## config.mk

```make
export PLATFORM = sky130hd
export DESIGN_NAME = wb_protocol_monitor
export DESIGN_NICKNAME = d
export VERILOG_FILES = /design/src/rtl/wb_protocol_monitor.sv
export SDC_FILE = /design/constraint.sdc
export NUM_CORES = 1
export LEC_CHECK = 0
export BUFFER_PORTS_ARGS = -buffer_cell sky130_fd_sc_hd__buf_4
export CORE_AREA = 2 2 80 82
export DETAILED_ROUTE_END_ITERATION = 6
export DIE_AREA = 0 0 82 84
export GPL_ROUTABILITY_DRIVEN = 0
export PLACE_DENSITY_LB_ADDON = 0.3
export SETUP_SLACK_MARGIN = 0.15
export SYNTH_ARGS = -nofsm -noshare
export SYNTH_HDL_FRONTEND = slang
export SYNTH_SLANG_ARGS = --single-unit
```

## constraint.sdc

```tcl
create_clock -name wb_clk_i -period 5.2 [get_ports wb_clk_i]
set_input_delay 1.56 -clock wb_clk_i [delete_from_list [all_inputs] [get_ports wb_clk_i]]
set_output_delay 1.56 -clock wb_clk_i [all_outputs]
set_load 0.05 [all_outputs]
```

## src/rtl/wb_protocol_monitor.sv

```systemverilog
// wb_protocol_monitor: passive observer of a Wishbone classic-cycle slave port.
// It counts completed reads and writes, measures strobe-to-ack latency, and
// keeps sticky protocol error flags. It never drives the bus.
// Optional watchdog: define WB_MON_TIMEOUT_EN to abandon transfers that wait
// TIMEOUT_CYCLES without an ack and raise err_flags[4].
module wb_protocol_monitor #(
  parameter int unsigned CNT_W          = 16,
  parameter int unsigned LAT_W          = 8,
  parameter int unsigned TIMEOUT_CYCLES = 256
) (
  input  logic             wb_clk_i,
  input  logic             wb_rst_i,
  input  logic             wb_cyc_i,
  input  logic             wb_stb_i,
  input  logic             wb_we_i,
  input  logic [3:0]       wb_sel_i,
  input  logic             wb_ack_i,
  input  logic             clr_i,
  output logic [CNT_W-1:0] wr_count,
  output logic [CNT_W-1:0] rd_count,
  output logic [LAT_W-1:0] last_lat,
  output logic [LAT_W-1:0] max_lat,
  output logic             busy,
  output logic [4:0]       err_flags,
  output logic             err_any
);

  typedef enum logic [0:0] {
    IDLE     = 1'b0,
    WAIT_ACK = 1'b1
  } state_t;

  state_t           state;
  logic             cap_we;
  logic [3:0]       cap_sel;
  logic [LAT_W-1:0] lat_cnt;
  logic [3:0]       err_reg;
  logic             err_to;

  logic             req;
  logic             done;
  logic             done_we;
  logic [LAT_W-1:0] done_lat;
  logic             leave_wait;
  logic [3:0]       err_set;

  assign req = wb_cyc_i & wb_stb_i;

`ifdef WB_MON_TIMEOUT_EN
  // The latency counter saturates at 2^LAT_W-1, which may be below the
  // timeout period, so the watchdog keeps its own unsaturated wait count.
  localparam int unsigned WD_W = $clog2(TIMEOUT_CYCLES + 1);

  logic [WD_W-1:0] wd_cnt;
  logic            timeout;

  assign timeout = (state == WAIT_ACK) && req && !wb_ack_i &&
                   (wd_cnt == WD_W'(TIMEOUT_CYCLES));

  // Watchdog wait counter and its sticky timeout flag.
  always_ff @(posedge wb_clk_i) begin
    if (wb_rst_i) begin
      wd_cnt <= '0;
      err_to <= 1'b0;
    end else begin
      if (state == IDLE) begin
        wd_cnt <= WD_W'(1);
      end else begin
        wd_cnt <= wd_cnt + 1'b1;
      end
      if (clr_i) begin
        err_to <= 1'b0;
      end else if (timeout) begin
        err_to <= 1'b1;
      end
    end
  end
`else
  // Keeps the watchdog-period parameter referenced when the watchdog is absent.
  logic unused_timeout_cfg;
  assign unused_timeout_cfg = (TIMEOUT_CYCLES == 0);
  assign err_to             = 1'b0;
`endif

  // Classify the current edge: completion, abandonment and error events.
  always_comb begin
    done       = 1'b0;
    done_we    = 1'b0;
    done_lat   = '0;
    leave_wait = 1'b0;
    err_set    = '0;
    err_set[0] = wb_ack_i & ~req;
    if (state == IDLE) begin
      if (req) begin
        err_set[3] = (wb_sel_i == 4'h0);
        if (wb_ack_i) begin
          done    = 1'b1;
          done_we = wb_we_i;
        end
      end
    end else begin
      err_set[2] = (wb_we_i != cap_we) || (wb_sel_i != cap_sel);
      if (req && wb_ack_i) begin
        done       = 1'b1;
        done_we    = cap_we;
        done_lat   = lat_cnt;
        leave_wait = 1'b1;
      end else if (!req) begin
        err_set[1] = 1'b1;
        leave_wait = 1'b1;
      end
`ifdef WB_MON_TIMEOUT_EN
      else if (timeout) begin
        leave_wait = 1'b1;
      end
`endif
    end
  end

  // FSM, attribute capture, latency counter and registered statistics.
  always_ff @(posedge wb_clk_i) begin
    if (wb_rst_i) begin
      state    <= IDLE;
      cap_we   <= 1'b0;
      cap_sel  <= '0;
      lat_cnt  <= '0;
      wr_count <= '0;
      rd_count <= '0;
      last_lat <= '0;
      max_lat  <= '0;
      err_reg  <= '0;
    end else begin
      case (state)
        IDLE: begin
          if (req && !wb_ack_i) begin
            state   <= WAIT_ACK;
            cap_we  <= wb_we_i;
            cap_sel <= wb_sel_i;
            lat_cnt <= LAT_W'(1);
          end
        end
        WAIT_ACK: begin
          if (leave_wait) begin
            state <= IDLE;
          end else if (lat_cnt != '1) begin
            lat_cnt <= lat_cnt + 1'b1;
          end
        end
        default: state <= IDLE;
      endcase

      // A clear overrides a coincident completion except for its latency.
      if (clr_i) begin
        wr_count <= '0;
        rd_count <= '0;
        max_lat  <= '0;
        err_reg  <= '0;
        last_lat <= done ? done_lat : '0;
      end else begin
        if (done) begin
          last_lat <= done_lat;
          if (done_lat > max_lat) begin
            max_lat <= done_lat;
          end
          if (done_we) begin
            wr_count <= wr_count + 1'b1;
          end else begin
            rd_count <= rd_count + 1'b1;
          end
        end
        err_reg <= err_reg | err_set;
      end
    end
  end

  assign busy      = (state == WAIT_ACK);
  assign err_flags = {err_to, err_reg};
  assign err_any   = |err_flags;

endmodule

```

==> flow_summary.toml, run 1 <==
[yosys]
synth_cell_type_count = 45
syn_area_sq_um = 3210
ys_async_sr_fraction_pct = 0
ys_warn_count = 0
synth_top_area_share_pct = 41.2
ys_seq_area_share_pct = 41.2
yosys.area.top_type = "dfxtp_1"
syn-mean-instance-area_sq_um = 8.74
syn-num-nets = 389
synth-seq-cells = 66
yosys-top-cells-area = "dfxtp_1 (41%), nand2_1 (5.8%), nor2_1 (5.0%)"
synth_edf_count = 0
synth-main-ff-cell = "dfxtp_1"
syn_inst = 367

[detailed_routing]
dr.pass1.iters = 4
drt-total-wl_um = 6910
ant_nets = 0
wl_per_cell_um = 13.6
vias = 2773
drc = 0
initialDrtViolationCount = 123
viasPerCell = 5.44

[worst_setup_path]
r2r_cells = 8
cp-start-kind = "input port"
crit_arrival_ns = 3.65
r2r-start = "busy$_SDFF_PP0_"
required_ns = 5.47
ff2ff_setup_slack_ns = 2.25
cp-end-kind = "flop"
worstSetupPathType = "in -> reg"
r2r-end = "max_lat[6]$_SDFFE_PP0P_"
path_max_fanout = 8

[finish]
mostFrequentLayoutCells = "dfxtp_1 (66), buf_4 (64), nand2_1 (50)"
fin_nets = 450
drive_gt1_share_pct = 22.2
area_delta_synth_final_pct = 21.0
diodes = 0
top_regs = "rd_count x16, wr_count x16"
final_cell_count_no_fill = 510
post-route-cell-area_sq_um = 3880
layout_commonest_cell = "dfxtp_1"

[placement]
dp_hpwl_um = 5060
dp.cells = 494
port_buffers = 64
postPlaceCellArea_sq_um = 3720

[min_path]
hold_start = "last_lat[6]$_SDFFE_PP0P_"
worstHoldEndpoint = "last_lat[6]$_SDFFE_PP0P_"
whs_path_depth = 2
hold_path_class = "reg -> reg"

[power]
power_uw = 930
clockPowerShare_pct = 39.5
sequentialPowerShare_pct = 55.1
internal_power_uw = 709
sw_frac_of_total_pct = 23.7
p_sw_uw = 221
max-vdd-ir-drop_uv = 166
comb_power_share_pct = 5.5
p_leak_uw = 0.00155
p_per_area_nw_per_um2 = 239

[timing]
skew_ns = 0.00981
max_freq_mhz = 295
period_needed_ns = 3.39
fin_tns_setup_ns = 0
drv_slew = 0
tightest_slew_ns = 1.12
fin_crit_sh_pct = 65.1
rsz0062_at_grt = "no"
relSlewSlack_pct = 24.8
hold_viol = 0
setup-violations-final = 0

[clocking]
cts_hold_buf = 0
cts_tree = "yes"
cts_made_buffers = 9
ctsResizeCount = 0
cts_root_buf = "clkbuf_8"
post_cts_buffers = 0
clk_transition_reported_paths_ns = 0.07
h-tree-depth = 3
clockBufferDepth = 2
cts.sinks = 66
clk_latency_ns = 0.33

[global_route]
gr-total-overflow = 0
grt_max_degree = 36
grt_pass1_vias = 2491
grt_usage_pct = 20.7
antenna_found_initial = 0
grt_pass1_wl_um = 11100

[die]
coreArea_sq_um = 6100
row_count = 29
die_h_um = 84
io-pin-count = 66
die_x_um = 82
initial_core_util_pct = 52.6
dieArea_sq_um = 6890

[status]
outcome = "finished clean"

[run]
maxCapViolations = 0
[worst max-delay path by stage]
stage	depth (start not counted)	slack, ns	endpoint	from
finish	9	1.81	max_lat[6]$_SDFFE_PP0P_	wb_ack_i
global route	10	1.65	max_lat[3]$_SDFFE_PP0P_	wb_ack_i
CTS	9	1.82	max_lat[6]$_SDFFE_PP0P_	wb_ack_i
detailed placement	9	1.48	max_lat[6]$_SDFFE_PP0P_	wb_ack_i
global placement	10	1.54	max_lat[2]$_SDFFE_PP0P_	wb_ack_i
floorplan	11	1.63	max_lat[0]$_SDFFE_PP0P_	wb_ack_i
[logic make-up (layout without fill, tap and decap cells)]
| kind of cell | Yosys count | in the layout | synth area share (%) |
|---|---|---|---|
| fa+ha+maj | 11 | 11 | 4.29 |
| buf+inv | 32 | 98 | 4.17 |
| flops | 66 | 66 | 41.2 |
| mux | 15 | 15 | 5.22 |
| xor+xnor | 30 | 30 | 8.19 |
| simple gates | 166 | 166 | 28.6 |
| other cells | 1 | 1 | 0.117 |
| compound gates | 46 | 46 | 8.27 |
[power by group through the flow]
| stage | Sequential (uW) | Combinational [uW] | Clock [uW] |
|---|---|---|---|
| detailed placement | 523 | 51.1 | 0 |
| CTS | 512 | 51.2 | 376 |
| global route | 512 | 55.1 | 399 |
| finish | 512 | 50.8 | 367 |
| global placement | 523 | 50.4 | 0 |
| floorplan | 525 | 33.5 | 0 |
[per-layer routing]
metal / global-route usage [%] / share of wire [%]
met5: 0 / 0
met4: 9.09 / 1.8
met3: 3.57 / 4.2
met2: 35.5 / 52
met1: 24.6 / 42
[cell type report]
cell class | count | area [sq um]
Inverter | 18 | 67.6
Multi-Input combinational cell | 269 | 1750
Clock buffer | 13 | 149
Timing Repair Buffer | 64 | 480
Fill cell | 534 | 2210
Clock inverter | 3 | 15.0
Tap cell | 77 | 96.3
Sequential cell | 66 | 1320
[worst max-delay path, cell delays in order]
cell	delay, ns
buf_4	0.14
and4_1	0.37
nand2_1	0.11
inv_1	0.08
ha_1	0.24
a211oi_1	0.27
nor2_1	0.12
o31ai_4	0.52
mux2i_1	0.25
[cells in the mapped netlist, types with 2 or more instances]
cell,instances
nand3_4,3
buf_2,2
a21oi_1,25
or3_1,8
mux2i_1,13
xnor2_1,15
nand4_4,2
nand3_1,17
nor4_1,5
and3_1,4
dfxtp_1,66
inv_1,18
clkbuf_1,10
ha_1,11
nor3_2,2
a211oi_1,2
nand2_1,50
xor2_1,15
and4_1,3
nor2_1,43
nor4_2,4
nor3_1,7
nand4_1,8
o21ai_0,13
[metrics by stage]
| stage | hold slack, ns | util [%] | worst slack [ns] |
|---|---|---|---|
| 2_1_floorplan | 0.471 | - | 1.63 |
| 3_3_place_gp | 0.448 | 61.0 | 1.54 |
| 3_5_place_dp | 0.452 | 61.0 | 1.48 |
| 4_1_cts | 0.461 | 63.7 | 1.82 |
| 5_1_grt | 0.477 | 63.7 | 1.65 |
| 6_report | 0.460 | 63.7 | 1.81 |
Power figures use the tool's default switching activity.
==> inputs of run 2 (changes only) <==
Clock period 5.2 ns to 3.2 ns, I/O delays scaled along.
==> run 2 against run 1 <==
Sequential cell count unchanged. Worst setup slack worse by 1.2 ns. Utilization up 0.45 points. Combinational power up 69%. Clock-buffer cell count down 3.
==> flow_summary.toml, run 2 (synthesis results as in run 1) <==
[timing]
drv_slew = 0
fin_crit_sh_pct = 82.2
skew_ns = 0.00870
rsz0062_at_grt = "no"
relSlewSlack_pct = 53.0
fin_tns_setup_ns = 0
setup-violations-final = 0
max_freq_mhz = 380
tightest_slew_ns = 0.702
hold_viol = 0
period_needed_ns = 2.63

[finish]
top_regs = "rd_count x16, wr_count x16"
drive_gt1_share_pct = 23.2
layout_commonest_cell = "buf_4"
mostFrequentLayoutCells = "buf_4 (67), dfxtp_1 (66), nand2_1 (50)"
fin_nets = 453
final_cell_count_no_fill = 512
fill_cells = 536
area_delta_synth_final_pct = 21.9
fin_util_pct = 64.2
diodes = 0

[worst_setup_path]
critPathBufInv = 3
crit_family = "simple AND/OR/NAND/NOR gates"
path_max_fanout = 8
required_ns = 3.47
crit_path_start = "wb_ack_i"
ff2ff_setup_slack_ns = 1.03
cp_slowest_cell = "and4_1"
r2r-end = "max_lat[6]$_SDFFE_PP0P_"
r2r_cells = 10
worstSetupPathType = "in -> reg"
crit_end = "max_lat[6]$_SDFFE_PP0P_"
crit_arrival_ns = 2.90
worst_path_most_repeated_cell = "buf_4"
crit_chain = "buf_4, and4_1, nand2_1, inv_1, ha_1, nor2b_1, o211ai_1, a21oi_1, o31ai_4, buf_4, mux2i_1"
r2r-start = "busy$_SDFF_PP0_"
cp-end-kind = "flop"
path_depth = 11
slowest_delay_ns = 0.36
cp-start-kind = "input port"

[placement]
dp_hpwl_um = 5090
port_buffers = 64
dp.cells = 497

[global_route]
gr-total-overflow = 0
grt_pass1_wl_um = 11200
grt_max_degree = 36
grt_usage_pct = 20.8
antenna_found_initial = 0
grt_pass1_vias = 2519

[clocking]
ctsResizeCount = 0
cts_tree = "yes"
h-tree-depth = 3
post_cts_buffers = 0
clk_transition_reported_paths_ns = 0.08
clk_latency_ns = 0.34
cts_hold_buf = 0
clockBufferDepth = 2
cts.sinks = 66
cts_made_buffers = 9
cts_root_buf = "clkbuf_8"

[detailed_routing]
ant_nets = 0
drt-total-wl_um = 6900
drc = 0
initialDrtViolationCount = 99
vias = 2751
wl_per_cell_um = 13.5
dr.pass1.iters = 4
viasPerCell = 5.37

[die]
io-pin-count = 66
initial_core_util_pct = 52.6
coreArea_sq_um = 6100
die_h_um = 84
die_x_um = 82
dieArea_sq_um = 6890
row_count = 29

[status]
outcome = "finished clean"

[power]
max-vdd-ir-drop_uv = 206
p_per_area_nw_per_um2 = 391
p_leak_uw = 0.00157

[min_path]
hold_start = "last_lat[2]$_SDFFE_PP0P_"
whs_path_depth = 2
hold_path_class = "reg -> reg"

[run]
maxCapViolations = 0
run 2: per-stage QoR:
stage | worst slack (ns) | hold WS, ns | total power (uW) | instance area, sq um
finish | 0.570 | 0.455 | 1530 | 3910
global route | 0.368 | 0.477 | 1580 | 3910
detailed placement | 0.228 | 0.448 | 935 | 3740
CTS | 0.569 | 0.458 | 1540 | 3910
floorplan | 0.230 | 0.471 | 908 | 3210
global placement | 0.297 | 0.448 | 934 | 3740
run 2: per-layer routing:
layer | part of all wire (%) | up-vias | track usage, %
met5 | 0 | - | 0
met2 | 52 | 62 | 34.7
met1 | 43 | 1292 | 26.2
met3 | 4.3 | 6 | 3.68
met4 | 0.93 | 0 | 7.88
li1 | - | 1391 | -
run 2: worst min-delay path by stage:
stage,endpoint,slack (ns)
floorplan,lat_cnt[1]$_SDFFE_PP0P_,0.47
global placement,last_lat[6]$_SDFFE_PP0P_,0.45
detailed placement,last_lat[2]$_SDFFE_PP0P_,0.45
CTS,last_lat[2]$_SDFFE_PP0P_,0.46
global route,last_lat[6]$_SDFFE_PP0P_,0.48
finish,last_lat[2]$_SDFFE_PP0P_,0.46
run 2: area by class of cell:
cell class,instances,area [sq um],area share (%)
Inverter,18,67.6,1.73
Timing Repair Buffer,67,503,12.9
Clock buffer,10,138,3.52
Multi-Input combinational cell,269,1750,44.8
Sequential cell,66,1320,33.8
Tap cell,77,96.3,2.46
Clock inverter,5,31.3,0.800
run 2: tightest hold or removal path, delay by kind of cell (launching register included):
family	cells	cell delay, ns
flops	1	0.31
simple gates	1	0.05
compound gates	1	0.05
run 2: where the power goes:
part	total [uW]	switching, uW	internal [uW]
combinational	85.8	57.6	28.2
clock	614	319	295
sequential	830	4.44	825
total	1530	381	1150
